==> config.mk <==
export PLATFORM = sky130hd
export DESIGN_NAME = bbc_keyboard_scan
export DESIGN_NICKNAME = d
export VERILOG_FILES = /design/src/rtl/bbc_keyboard_pkg.sv /design/src/rtl/bbc_keyboard_column_select.sv /design/src/rtl/bbc_keyboard_scan.sv
export SDC_FILE = /design/constraint.sdc
export NUM_CORES = 1
export LEC_CHECK = 0
export ABC_AREA = 0
export BUFFER_PORTS_ARGS = -buffer_cell sky130_fd_sc_hd__clkbuf_2
export CAP_MARGIN = 5
export CORE_UTILIZATION = 45
export CTS_BUF_LIST = sky130_fd_sc_hd__clkbuf_4 sky130_fd_sc_hd__clkbuf_8
export CTS_CLUSTER_SIZE = 40
export DETAILED_ROUTE_END_ITERATION = 10
export GPL_TIMING_DRIVEN = 0
export MAX_ROUTING_LAYER = met4
export PLACE_DENSITY = 0.83
export SLEW_MARGIN = 5
export SYNTH_ARGS = -nofsm -noshare
export SYNTH_HDL_FRONTEND = slang
export SYNTH_HIERARCHICAL = 1
export SYNTH_SLANG_ARGS = --single-unit
==> constraint.sdc <==
create_clock -name clk -period 4.1 [get_ports clk]
set_input_delay 0.41 -clock clk [delete_from_list [all_inputs] [get_ports clk]]
set_output_delay 0.41 -clock clk [all_outputs]
set_load 0.005 [all_outputs]
==> src/rtl/bbc_keyboard_pkg.sv <==
// Shared types for the BBC keyboard path: the keys-down matrix as produced by the PS2 mapper.
package bbc_keyboard_pkg;

   localparam int BBC_KBD_COLUMNS = 10;
   localparam int BBC_KBD_ROWS    = 8;

   typedef struct packed {
      logic        reset_pressed;
      logic [63:0] keys_down_cols_0_to_7;
      logic [15:0] keys_down_cols_8_to_9;
   } t_bbc_keyboard;

endpackage

==> src/rtl/bbc_keyboard_column_select.sv <==
// Picks one column of the key matrix as an 8-bit row vector, with the startup links merged
// into row 0 of columns 2..9. Columns 10..15 read as empty.
module bbc_keyboard_column_select #(
   parameter logic [7:0] DIP_SWITCHES = 8'h00
) (
   input  logic [63:0] keys_down_cols_0_to_7,
   input  logic [15:0] keys_down_cols_8_to_9,
   input  logic [3:0]  column,
   output logic [7:0]  rows
);

   logic [3:0] dip_idx;

   always_comb begin
      rows    = '0;
      dip_idx = column - 4'd2;
      if (!column[3])
         rows = keys_down_cols_0_to_7[{column[2:0], 3'b000} +: 8];
      else if (column[3:1] == 3'b100)
         rows = keys_down_cols_8_to_9[{column[0], 3'b000} +: 8];
      if (column >= 4'd2 && column <= 4'd9)
         rows[0] = rows[0] | DIP_SWITCHES[dip_idx[2:0]];
   end

endmodule

==> src/rtl/bbc_keyboard_scan.sv <==
// Keyboard matrix sequencer: 74LS163-style column counter with auto-scan, manual probe,
// CA2 column interrupt, PA7 key-pressed and break-key reset request.
module bbc_keyboard_scan
   import bbc_keyboard_pkg::*;
#(
   parameter int          SCAN_DIVIDE  = 1,
   parameter logic [7:0]  DIP_SWITCHES = 8'h00,
   parameter int          RESET_HOLD   = 16
) (
   input  logic        clk,
   input  logic        clk__enable,
   input  logic        reset_n,
   input  logic        keyboard__reset_pressed,
   input  logic [63:0] keyboard__keys_down_cols_0_to_7,
   input  logic [15:0] keyboard__keys_down_cols_8_to_9,
   input  logic        kbd_autoscan_n,
   input  logic [3:0]  kbd_column,
   input  logic [2:0]  kbd_row,
   output logic [3:0]  scan_column,
   output logic        kbd_column_irq,
   output logic        kbd_key_pressed,
   output logic        any_key_down,
   output logic        reset_request
);

   localparam int DIV_W = (SCAN_DIVIDE > 1) ? $clog2(SCAN_DIVIDE) : 1;

   t_bbc_keyboard    keyboard;
   logic [DIV_W-1:0] divider;
   logic [15:0]      hold_count;
   logic [7:0]       scan_rows;
   logic [7:0]       probe_rows;
   logic             tick;
   logic             any_down;

   assign keyboard.reset_pressed         = keyboard__reset_pressed;
   assign keyboard.keys_down_cols_0_to_7 = keyboard__keys_down_cols_0_to_7;
   assign keyboard.keys_down_cols_8_to_9 = keyboard__keys_down_cols_8_to_9;

   bbc_keyboard_column_select #(.DIP_SWITCHES(DIP_SWITCHES)) u_scan_sel (
      .keys_down_cols_0_to_7 (keyboard.keys_down_cols_0_to_7),
      .keys_down_cols_8_to_9 (keyboard.keys_down_cols_8_to_9),
      .column                (scan_column),
      .rows                  (scan_rows)
   );

   bbc_keyboard_column_select #(.DIP_SWITCHES(DIP_SWITCHES)) u_probe_sel (
      .keys_down_cols_0_to_7 (keyboard.keys_down_cols_0_to_7),
      .keys_down_cols_8_to_9 (keyboard.keys_down_cols_8_to_9),
      .column                (kbd_column),
      .rows                  (probe_rows)
   );

   assign tick = (divider == DIV_W'(SCAN_DIVIDE - 1));

   // Row 0 carries shift/ctrl/links only, so it never counts as "a key is down".
   always_comb begin
      any_down = 1'b0;
      for (int c = 0; c < BBC_KBD_COLUMNS; c++) begin
         if (c < 8)
            any_down = any_down | (|keyboard.keys_down_cols_0_to_7[c*BBC_KBD_ROWS+1 +: 7]);
         else
            any_down = any_down | (|keyboard.keys_down_cols_8_to_9[(c-8)*BBC_KBD_ROWS+1 +: 7]);
      end
   end

   always_ff @(posedge clk or negedge reset_n) begin
      if (!reset_n) begin
         divider     <= '0;
         scan_column <= '0;
      end else if (clk__enable) begin
         if (kbd_autoscan_n) begin
            divider     <= '0;
            scan_column <= kbd_column;
         end else if (tick) begin
            divider     <= '0;
            scan_column <= scan_column + 4'd1;
         end else begin
            divider     <= divider + 1'b1;
         end
      end
   end

   always_ff @(posedge clk or negedge reset_n) begin
      if (!reset_n) begin
         hold_count    <= '0;
         reset_request <= 1'b0;
      end else if (clk__enable) begin
         if (!keyboard.reset_pressed)
            hold_count <= '0;
         else if (hold_count != 16'(RESET_HOLD))
            hold_count <= hold_count + 16'd1;
         reset_request <= (hold_count == 16'(RESET_HOLD));
      end
   end

   // CA2 looks at the column being driven this cycle, before the counter moves on.
   always_ff @(posedge clk or negedge reset_n) begin
      if (!reset_n) begin
         kbd_column_irq  <= 1'b0;
         kbd_key_pressed <= 1'b0;
         any_key_down    <= 1'b0;
      end else if (clk__enable) begin
         kbd_column_irq  <= |scan_rows[7:1];
         kbd_key_pressed <= kbd_autoscan_n & probe_rows[kbd_row];
         any_key_down    <= any_down;
      end
   end

endmodule

==> summary.md, run 1 <==
| Metric | Value |
|---|---|
| Synth Cell Area | `~2900 um2` |
| Worst Path Class, Setup | `primary input to flop` |
| Ant diodes | `0` |
| Number of port buffers | `between 90 and 100` |
| Most used cell, CP | `mux4_2` |
| Crit path required time | `~4.3 ns` |
| Cts hold-fix bufs | `0` |
| Post_cts resized | `0` |
| 1st-iter DRT viols | `339` |
| Die area | `6679 um2` |
| Placer Congestion | `~0.98` |
| Post-Route Skew | `around 0.0013 ns` |
| Tot GR Track Use | `~31%` |
| Initial antenna violation count | `0` |
| CP Capture Type | `flop` |
| Routed Antenna Nets | `0` |
| Total setup buffers inserted after CTS | `0` |
| Area Growth Syn to Fin | `21.52%` |
| First-pass GRT wire length | `~15000 um` |
| Die width | `approximately 80 um` |
| Period utilization | `about 56%` |
| Ports | `100` |
| Max Freq | `between 0.4 and 0.5 GHz` |
| Std-Cell Rows | `28` |
| Unrepaired setup endpoints after global routing | `no` |
| Critical path's largest stage delay | `about 0.5 ns` |
| Clk Latency, worst-skew pair | `about 0.27 ns` |
| Cell count after synthesis | `303` |
| Worst slew margin | `59.66%` |
| Top sig layer | `met4` |
| Layout cells sized above 1 | `a little under two fifths` |
| Drt first pass iters | `5` |
| Maximum number of pins on one net before global-route repair | `25` |
| HPWL after DPL | `between 7000 and 8000 um` |
| Initial Utilization | `between 40% and 50%` |
| Critical path, cell by cell | `clkbuf_2 > buf_6 > mux4_2 > o22ai_1 > o32ai_1 > mux4_2 > mux2i_1 > o2bb2ai_1` |
| Num CTS Buffers | `3` |
| MaxCap Viol Count | `0` |
| CP Launch Type | `primary input` |
| Depth of the CTS H-tree | `1` |
| Worst R2R Setup Slack | `approximately 1.9 ns` |
| Fillers | `roughly 550` |
| Core footprint | `6026 um2` |
| Vias in the first global route | `around 3000` |
| Nets | `between 400 and 500` |
| Worst Tran Pin Value | `0.6052 ns` |
| Met1 WL | `between 3000 and 4000 um` |
| Mean post-synth cell area | `approximately 9.4 um2` |
| Final setup vio count | `0` |
| Worst hold-check path type | `primary input to async pin` |
| RR Endpoint | `kbd_column_irq` |
| DRC viols | `0` |
| CP max stage cell | `mux4_2` |
| Die height | `81.73 um` |
| Pwr Density | `approximately 240 nW/um2` |
| Leak pwr | `between 1.5 and 2 nW` |
| DR WL/cell | `20.16 um` |
| Clk slew on worst S/H paths | `0.08 ns` |
| CTS Buffer Depth | `2` |
| Total length of routed met3 wires | `~900 um` |
| Total gr overflow | `0` |
| Worst r2r src | `scan_column[0]` |
| # clock sinks | `24` |
| Final hold vios | `0` |
| Status | `complete, no violations` |
| Final wirelength | `just under 10000 um` |
| CP Max Fanout | `10` |
| Met2 wire length | `~4400 um` |
| Tot Pwr | `about 840 uW` |
| Root buffer cell | `clkbuf_8` |
| Ys Warns | `6` |
| Via count | `3189` |
| Tmin final | `about 2.3 ns` |
| CTS tree | `yes` |
| TNS Setup | `0 ns` |
| Vias per cell | `between 6 and 7` |
| Reg2reg path depth | `6` |
| Max Slew Vio Count | `0` |
| Critical Path AT | `~2.5 ns` |
| VDD IR max | `around 0.00023 V` |
| Syn nets | `around 400` |
## cells in the final DEF (no fill, tap or decap), types with 6 or more instances in the layout
cell type  instances
nand3_1            9
dfrtp_1           24
nand2_1           16
clkbuf_2          96
o21ai_0           14
buf_2              6
o22ai_1           16
a21oi_1            8
nand4_1            9
a211oi_1          15
mux2_2            15
nor4_1            19
o32ai_1           15
and2b_2            6
mux4_2            12
nor2_1            12
nor2b_1           10
mux2i_1           17
## metrics by stage
| stage | setup WS, ns | hold slack [ns] | util, % | cells | instance area (um2) |
|---|---|---|---|---|---|
| final | 1.805 | 0.1344 | 57.68 | 477 | 3476 |
| after global routing | 1.665 | 0.1888 | 57.68 | 477 | 3476 |
| after CTS | 1.791 | 0.1550 | 57.68 | 477 | 3476 |
| after detailed placement | 1.497 | 0.4478 | 57.00 | 474 | 3435 |
| after global placement | 1.510 | 0.4451 | 57.00 | 474 | 3435 |
| after floorplan | 2.059 | 0.1144 | - | 303 | 2860 |
## worst max-delay path: cells and delay by family
kind / cells / cell delay (ns)
mux: 3 / 1.18
compound gates: 3 / 0.49
buf+inv: 2 / 0.37
## power breakdown
| part | total, mW | switching (mW) | internal [mW] | leakage (nW) |
|---|---|---|---|---|
| Sequential | 0.294 | 0.0329 | 0.261 | 0.310 |
| Clock | 0.138 | 0.0725 | 0.0658 | 0.0216 |
| Combinational | 0.409 | 0.208 | 0.201 | 1.17 |
| Total | 0.841 | 0.313 | 0.528 | 1.50 |
## how the worst max path moves through the flow
stage,end,startpoint,cells after the start
floorplan,kbd_key_pressed,kbd_column[0],7
global placement,kbd_key_pressed,kbd_column[0],8
detailed placement,kbd_key_pressed,kbd_column[0],8
CTS,kbd_key_pressed,kbd_column[0],8
global route,kbd_key_pressed,kbd_column[0],8
finish,kbd_key_pressed,kbd_column[0],8
## routing by layer
layer  global-route usage, %  up-vias
met5                       -        -
met4                   15.26        0
met3                   4.111       41
met2                   48.60      207
met1                   39.53     1491
li1                        -     1450
## final cells by class
type                            count  area [um2]  area share, %
Inverter                            5       18.77         0.5400
Buffer                             26       211.5          6.084
Timing Repair Buffer               96       480.5          13.82
Multi-Input combinational cell    248        2029          58.39
Sequential cell                    24       600.6          17.28
Clock buffer                        3       41.29          1.188
Tap cell                           75       93.84          2.700
## state kept, by name, indices dropped and copies added (netlist names)
register	count
hold_count	16
scan_column	4
any_key_down	1
kbd_column_irq	1
kbd_key_pressed	1
reset_request	1
No activity file was read; power rests on OpenSTA's default activity.
==> run 2, diff against run 1 <==
Settings changed: ABC_AREA 0 to 1, PLACE_DENSITY 0.83 to 0.82.
Clock period 4.1 ns to 2.1 ns, I/O delays scaled along.
==> summary.md, run 2 <==
| Metric | Value |
|---|---|
| Status | `complete, no violations` |
| Worst Tran Pin Value | `0.6314 ns (+0.02627 ns)` |
| Tot GR Track Use | `28.61% (-2.5 points)` |
| Reg2reg path depth | `9 (+3)` |
| Tot Pwr | `1.847 mW (+120%)` |
| Crit path launch | `scan_column[0]` |
| Ys Warns | `6 (unchanged)` |
| Maximum number of pins on one net before global-route repair | `25 (unchanged)` |
| Max Freq | `0.5601 GHz` |
| CTS tree | `yes` |
| Period utilization | `around 85%` |
| Drt first pass iters | `5 (unchanged)` |
| Post-Route Skew | `0.007145 ns (+0.005872 ns)` |
| CP max stage cell | `dfrtp_1` |
| CP delay by family, top | `simple AND/OR/NAND/NOR gates` |
| Mean post-synth cell area | `5.211 um2 (-45%)` |
| Cell count after synthesis | `736 (+140%)` |
| Tmin final | `between 1.5 and 2 ns` |
| Cells after DPL | `939 (+98%)` |
| Sw power | `751.6 uW (+140%)` |
| Num CTS Buffers | `3 (unchanged)` |
| Final core occ | `55.23% (-2.5 points)` |
| Top Registers | `hold_count: 16 flops, scan_column: 4 flops` |
| Layout Cells excl Fill | `944 (+98%)` |
| Pwr Density | `407.0 nW/um2 (+68%)` |
| Critical path, cell by cell | `buf_6 > buf_4 > nand2_1 > nand3_1 > nand3_1 > nand3_1 > nand2_1 > nor4_1 > a21oi_1` |
| Crit path buf inv count | `2 (unchanged)` |
| Ant diodes | `0 (unchanged)` |
| TNS Setup | `0 ns (unchanged)` |
| MaxCap Viol Count | `0 (unchanged)` |
| Max FFs per register | `16 (unchanged)` |
| Critical path's largest stage delay | `0.47 ns (-0.04 ns)` |
| Total gr overflow | `0 (unchanged)` |
| Final setup vio count | `0 (unchanged)` |
| Hold Crit Start | `kbd_row[2]` |
| Die area | `8895 um2 (+33%)` |
| Hold path cells | `3` |
| Std-Cell Rows | `33 (+18%)` |
| Worst Path Class, Setup | `flop to flop` |
| Total setup buffers inserted after CTS | `0 (unchanged)` |
| Synth Cell Area | `3835 um2 (+34%)` |
| CP Capture Type | `flop` |
| Root buffer cell | `clkbuf_8` |
| Placer Congestion | `0.9700 (-1.5%)` |
| Largest register by flop count | `hold_count` |
| Max Slew Vio Count | `0 (unchanged)` |
| Number of port buffers | `98 (+2.1%)` |
| Leak pwr | `2.698 nW (+80%)` |
| Worst slew margin | `57.90% (-1.8 points)` |
| Most frequent cells in the layout | `289 x nand2_1, 117 x inv_1, 110 x nand3_1, 98 x clkbuf_2, 74 x nor2_1` |
| Switching Share | `40.69% (+3.5 points)` |
| CTS Buffer Depth | `2 (unchanged)` |
| CP Launch Type | `flop` |
| Most common cell after layout, fill and taps aside | `nand2_1` |
| Crit path required time | `2.25 ns (-2.01 ns)` |
| Final wirelength | `12030 um (+25%)` |
| Worst path depth | `9 (+1)` |
| Unrepaired setup endpoints after global routing | `no` |
| Core footprint | `8217 um2 (+36%)` |
| Clk Latency, worst-skew pair | `0.28 ns (about the same)` |
| Clk slew on worst S/H paths | `0.10 ns (+0.02 ns)` |
| Clock power share | `22.9% (+6.4 points)` |
| Most used cell, CP | `nand3_1` |
| Layout cells sized above 1 | `20.26% (-18 points)` |
| HPWL after DPL | `9706 um (+26%)` |
| CP Max Fanout | `9 (-1)` |
| DR WL/cell | `12.75 um (-37%)` |
| 1st-iter DRT viols | `499 (+47%)` |
| Pint | `1.096 mW (+110%)` |
| First-pass GRT wire length | `19380 um (+28%)` |
| DRC viols | `0 (unchanged)` |
| Syn nets | `831 (+110%)` |
| Vias in the first global route | `4185 (+40%)` |
| Die height | `94.32 um (+15%)` |
| Area Growth Syn to Fin | `18.34%` |
| # clock sinks | `24 (unchanged)` |
| Worst hold-check path type | `primary input to flop` |
| Initial Utilization | `46.67% (-0.79 points)` |
| Nets | `935 (+87%)` |
| Critical Path AT | `1.94 ns (-0.51 ns)` |
| Routed Antenna Nets | `0 (unchanged)` |
| Fillers | `880 (+59%)` |
| Die width | `94.32 um (+15%)` |
| Comb pwr share | `49.0% (+0.4 points)` |
| Via count | `4799 (+50%)` |
| Initial antenna violation count | `0 (unchanged)` |
| Sequential power share | `28.1% (-6.8 points)` |
| Depth of the CTS H-tree | `1 (unchanged)` |
| Vias per cell | `5.084 (-24%)` |
| VDD IR max | `0.0003606 V (+55%)` |
| Final hold vios | `0 (unchanged)` |
| Worst r2r src | `scan_column[0]` |
| Ports | `100 (unchanged)` |
-- run 2: layer usage --
layer  GRT usage (%)  vias up  part of all wire, %
met5               -        -                    0
met4           5.385        0                  1.1
met3           3.803       10                  9.9
met2           43.30      233                   43
met1           40.66     2108                   46
li1                -     2448                    -
-- run 2: through the flow --
step	setup slack, ns	hold slack (ns)	instance area, um2
finish	0.3146	0.2154	4538
global route	0.1899	0.2275	4538
detailed placement	0.3691	0.2565	4457
global placement	0.3675	0.2521	4457
floorplan	0.6093	-0.08559	3835
CTS	0.3490	0.2133	4538
-- run 2: power groups by stage --
stage / registers [mW] / clock network (mW) / logic, mW
after detailed placement: 0.528 / 0 / 0.884
after CTS: 0.519 / 0.426 / 0.889
final: 0.520 / 0.423 / 0.905
after floorplan: 0.523 / 0 / 0.581
after global routing: 0.524 / 0.444 / 1.01
after global placement: 0.527 / 0 / 0.877
-- run 2: cell type report --
type	instances	area [um2]	share of cell area (%)
clock buffers	3	41.29	0.9098
plain buffers	30	271.5	5.983
clock inverters	1	30.03	0.6617
well taps	105	131.4	2.895
inverters	125	479.2	10.56
multi-input cells	557	2484	54.73
repair buffers	99	500.5	11.03
flip-flops and latches	24	600.6	13.23
-- run 2: worst register-to-register path: stages (launching register included) --
cell and delay [ns]:
dfrtp_1 0.47, buf_6 0.17, buf_4 0.18, nand2_1 0.07, nand3_1 0.10, nand3_1 0.14
nand3_1 0.11, nand2_1 0.06, nor4_1 0.26, a21oi_1 0.12
-- run 2: what timing repair did --
| item | CTS | global route |
|---|---|---|
| hold buffers | 1 | 0 |
| setup endpoints to repair | 0 | 0 |
| resized for setup | 0 | 0 |
| hold endpoints to repair | 24 | 0 |
-- run 2: path summary, 6_finish.rpt --
kind                                    to  slack, ns
max in group asynchronous   scan_column[0]       1.21
setup / recovery            kbd_column_irq       0.31
min in group asynchronous   hold_count[12]       0.47
setup reg to reg            kbd_column_irq       0.31
hold reg to reg              reset_request       0.50
hold / removal             kbd_key_pressed       0.22
==> run 3, diff against run 2 <==
Settings changed: CORE_UTILIZATION 45 to 50, PLACE_DENSITY 0.82 to 0.89.
==> summary.md, run 3 (synthesized netlist as in run 2, its figures left out) <==
| Metric | Value |
|---|---|
| Ant diodes | `0 (unchanged)` |
| Initial Utilization | `52.31% (+5.6 points)` |
| Clk Latency, worst-skew pair | `0.28 ns (about the same)` |
| Nets | `935 (unchanged)` |
| 1st-iter DRT viols | `316 (-37%)` |
| Initial antenna violation count | `0 (unchanged)` |
| Vias in the first global route | `4071 (-2.7%)` |
| Die height | `89.58 um (-5.0%)` |
| Fillers | `765 (-13%)` |
| Worst hold margin | `0.2249 ns (+0.009541 ns)` |
| Post_cts resized | `0 (unchanged)` |
| Place WS | `0.3706 ns (+0.001517 ns)` |
| CP delay by family, top | `simple AND/OR/NAND/NOR gates` |
| Worst path depth | `10 (+1)` |
| DR WL/cell | `13.11 um (+2.9%)` |
| CTS Buffer Depth | `2 (unchanged)` |
| Max Freq | `0.5677 GHz (+1.4%)` |
| Sw power | `748.6 uW (-0.39%)` |
| Final wirelength | `12300 um (+2.2%)` |
| Area Growth Syn to Fin | `18.14%` |
| Depth of the CTS H-tree | `1 (unchanged)` |
| Largest register by flop count | `hold_count` |
| Cts hold-fix bufs | `1 (unchanged)` |
| Vias per cell | `5.119 (+0.70%)` |
| Most used cell, CP | `nand2_1` |
| HPWL after DPL | `10020 um (+3.3%)` |
| Clk slew on worst S/H paths | `0.09 ns (about the same)` |
| Die area | `8024 um2 (-9.8%)` |
| CTS tree | `yes` |
| Top Registers | `hold_count: 16 flops, scan_column: 4 flops` |
| Period utilization | `83.89% (-1.1 points)` |
| Tot GR Track Use | `32.56% (+3.9 points)` |
| Placer Congestion | `1.058 (+9.1%)` |
| Post-Route Skew | `0.002217 ns (-0.004928 ns)` |
| Final worst setup slack | `0.3384 ns (+0.02379 ns)` |
| Total setup buffers inserted after CTS | `0 (unchanged)` |
| TNS Setup | `0 ns (unchanged)` |
| Hold path cells | `3 (unchanged)` |
| Std-Cell Rows | `31 (-6.1%)` |
| Most common cell after layout, fill and taps aside | `nand2_1` |
| Number of port buffers | `98 (unchanged)` |
| # clock sinks | `24 (unchanged)` |
| Comb pwr share | `49.5% (+0.5 points)` |
| Layout cells sized above 1 | `20.26% (unchanged)` |
| Sequential power share | `28.1% (about the same)` |
| Drt first pass iters | `5 (unchanged)` |
| Critical path's largest stage delay | `0.46 ns (about the same)` |
| First-pass GRT wire length | `19330 um (-0.22%)` |
| Crit path required time | `2.26 ns (about the same)` |
| Worst slew margin | `59.72% (+1.8 points)` |
| Critical Path AT | `1.92 ns (-0.02 ns)` |
| Routed Antenna Nets | `0 (unchanged)` |
| Switching Share | `40.58% (-0.10 points)` |
| Total gr overflow | `0 (unchanged)` |
| Via count | `4802 (+0.063%)` |
| Unrepaired setup endpoints after global routing | `no` |
| Reg2reg path depth | `10 (+1)` |
| VDD IR max | `0.0002527 V (-30%)` |
| Worst Path Class, Setup | `flop to flop` |
| Pint | `1.096 mW (about the same)` |
| DRC viols | `0 (unchanged)` |
| Register area | `600.6 um2 (unchanged)` |
| CP Capture Type | `flop` |
| Crit path buf inv count | `2 (unchanged)` |
| MaxCap Viol Count | `0 (unchanged)` |
| CP Launch Type | `flop` |
| Status | `complete, no violations` |
| Max FFs per register | `16 (unchanged)` |
| Pwr Density | `407.2 nW/um2 (about the same)` |
| Maximum number of pins on one net before global-route repair | `25 (unchanged)` |
| Max Slew Vio Count | `0 (unchanged)` |
| Final setup vio count | `0 (unchanged)` |
| Final core occ | `61.80% (+6.6 points)` |
| Final hold vios | `0 (unchanged)` |
| Clock power share | `22.5% (-0.4 points)` |
| Worst hold-check path type | `primary input to flop` |
| CP Max Fanout | `8 (-1)` |
| CP max stage cell | `dfrtp_1` |
| Num CTS Buffers | `3 (unchanged)` |
| Leak pwr | `2.698 nW (unchanged)` |
| Most frequent cells in the layout | `289 x nand2_1, 117 x inv_1, 110 x nand3_1, 98 x clkbuf_2, 74 x nor2_1` |
| Critical path, cell by cell | `buf_6 > buf_4 > nand2_1 > nand2_1 > nand2_1 > nand3_1 > nand3_1 > nand2_1 > nor4_1 > a21oi_1` |
| Root buffer cell | `clkbuf_8` |
| Die width | `89.58 um (-5.0%)` |
| Tot Pwr | `1.845 mW (-0.13%)` |
| Ports | `100 (unchanged)` |
| Tmin final | `1.762 ns (-0.02379 ns)` |
| Worst Tran Pin Value | `0.6042 ns (-0.02719 ns)` |
| Area of the multi-input gates | `2484 um2 (unchanged)` |
| Core footprint | `7331 um2 (-11%)` |
[run 3: cell counts in the layout (fill, tap and decap cells not counted)]
No cell type changed its count.
[run 3: area by class of cell]
type | instances | area share (%)
plain buffers | 30 | 5.993
inverters | 125 | 10.58
clock buffers | 3 | 0.9113
flip-flops and latches | 24 | 13.26
repair buffers | 99 | 11.05
clock inverters | 1 | 0.6628
well taps | 99 | 2.734
multi-input cells | 557 | 54.82
[run 3: worst paths after layout]
| path | startpoint | endpoint | slack, ns |
|---|---|---|---|
| worst max-delay path | scan_column[0] | kbd_column_irq | 0.34 |
| worst min-delay path | kbd_column[2] | scan_column[2] | 0.22 |
| worst max register to register | scan_column[0] | kbd_column_irq | 0.34 |
| worst min register to register | reset_request | reset_request | 0.49 |
| max in group asynchronous | reset_n | hold_count[7] | 1.24 |
| min in group asynchronous | reset_n | hold_count[6] | 0.47 |
[run 3: through the flow]
| step | cells | area [um2] |
|---|---|---|
| after floorplan | 736 | 3835 |
| after global placement | 933 | 4449 |
| after detailed placement | 933 | 4449 |
| after CTS | 938 | 4531 |
| after global routing | 938 | 4531 |
| final | 938 | 4531 |
[run 3: power groups by stage]
stage | sequential, mW | clock, mW | combinational (mW)
after floorplan | 0.523 | 0 | 0.581
after global placement | 0.528 | 0 | 0.881
after detailed placement | 0.528 | 0 | 0.890
after CTS | 0.518 | 0.419 | 0.895
after global routing | 0.524 | 0.448 | 1.01
final | 0.518 | 0.414 | 0.912
[run 3: worst register-to-register path, cell delays in order, from the launching register on]
cell and delay, ns:
dfrtp_1 0.46, buf_6 0.17, buf_4 0.17, nand2_1 0.07, nand2_1 0.05, nand2_1 0.07, nand3_1 0.11, nand3_1 0.11
nand2_1 0.05, nor4_1 0.28, a21oi_1 0.11
[run 3: routing by layer]
layer	wire length (um)	track usage [%]
met1	5757	46.45
met2	5146	48.83
met3	1127	4.113
met4	270	7.792
met5	0	-
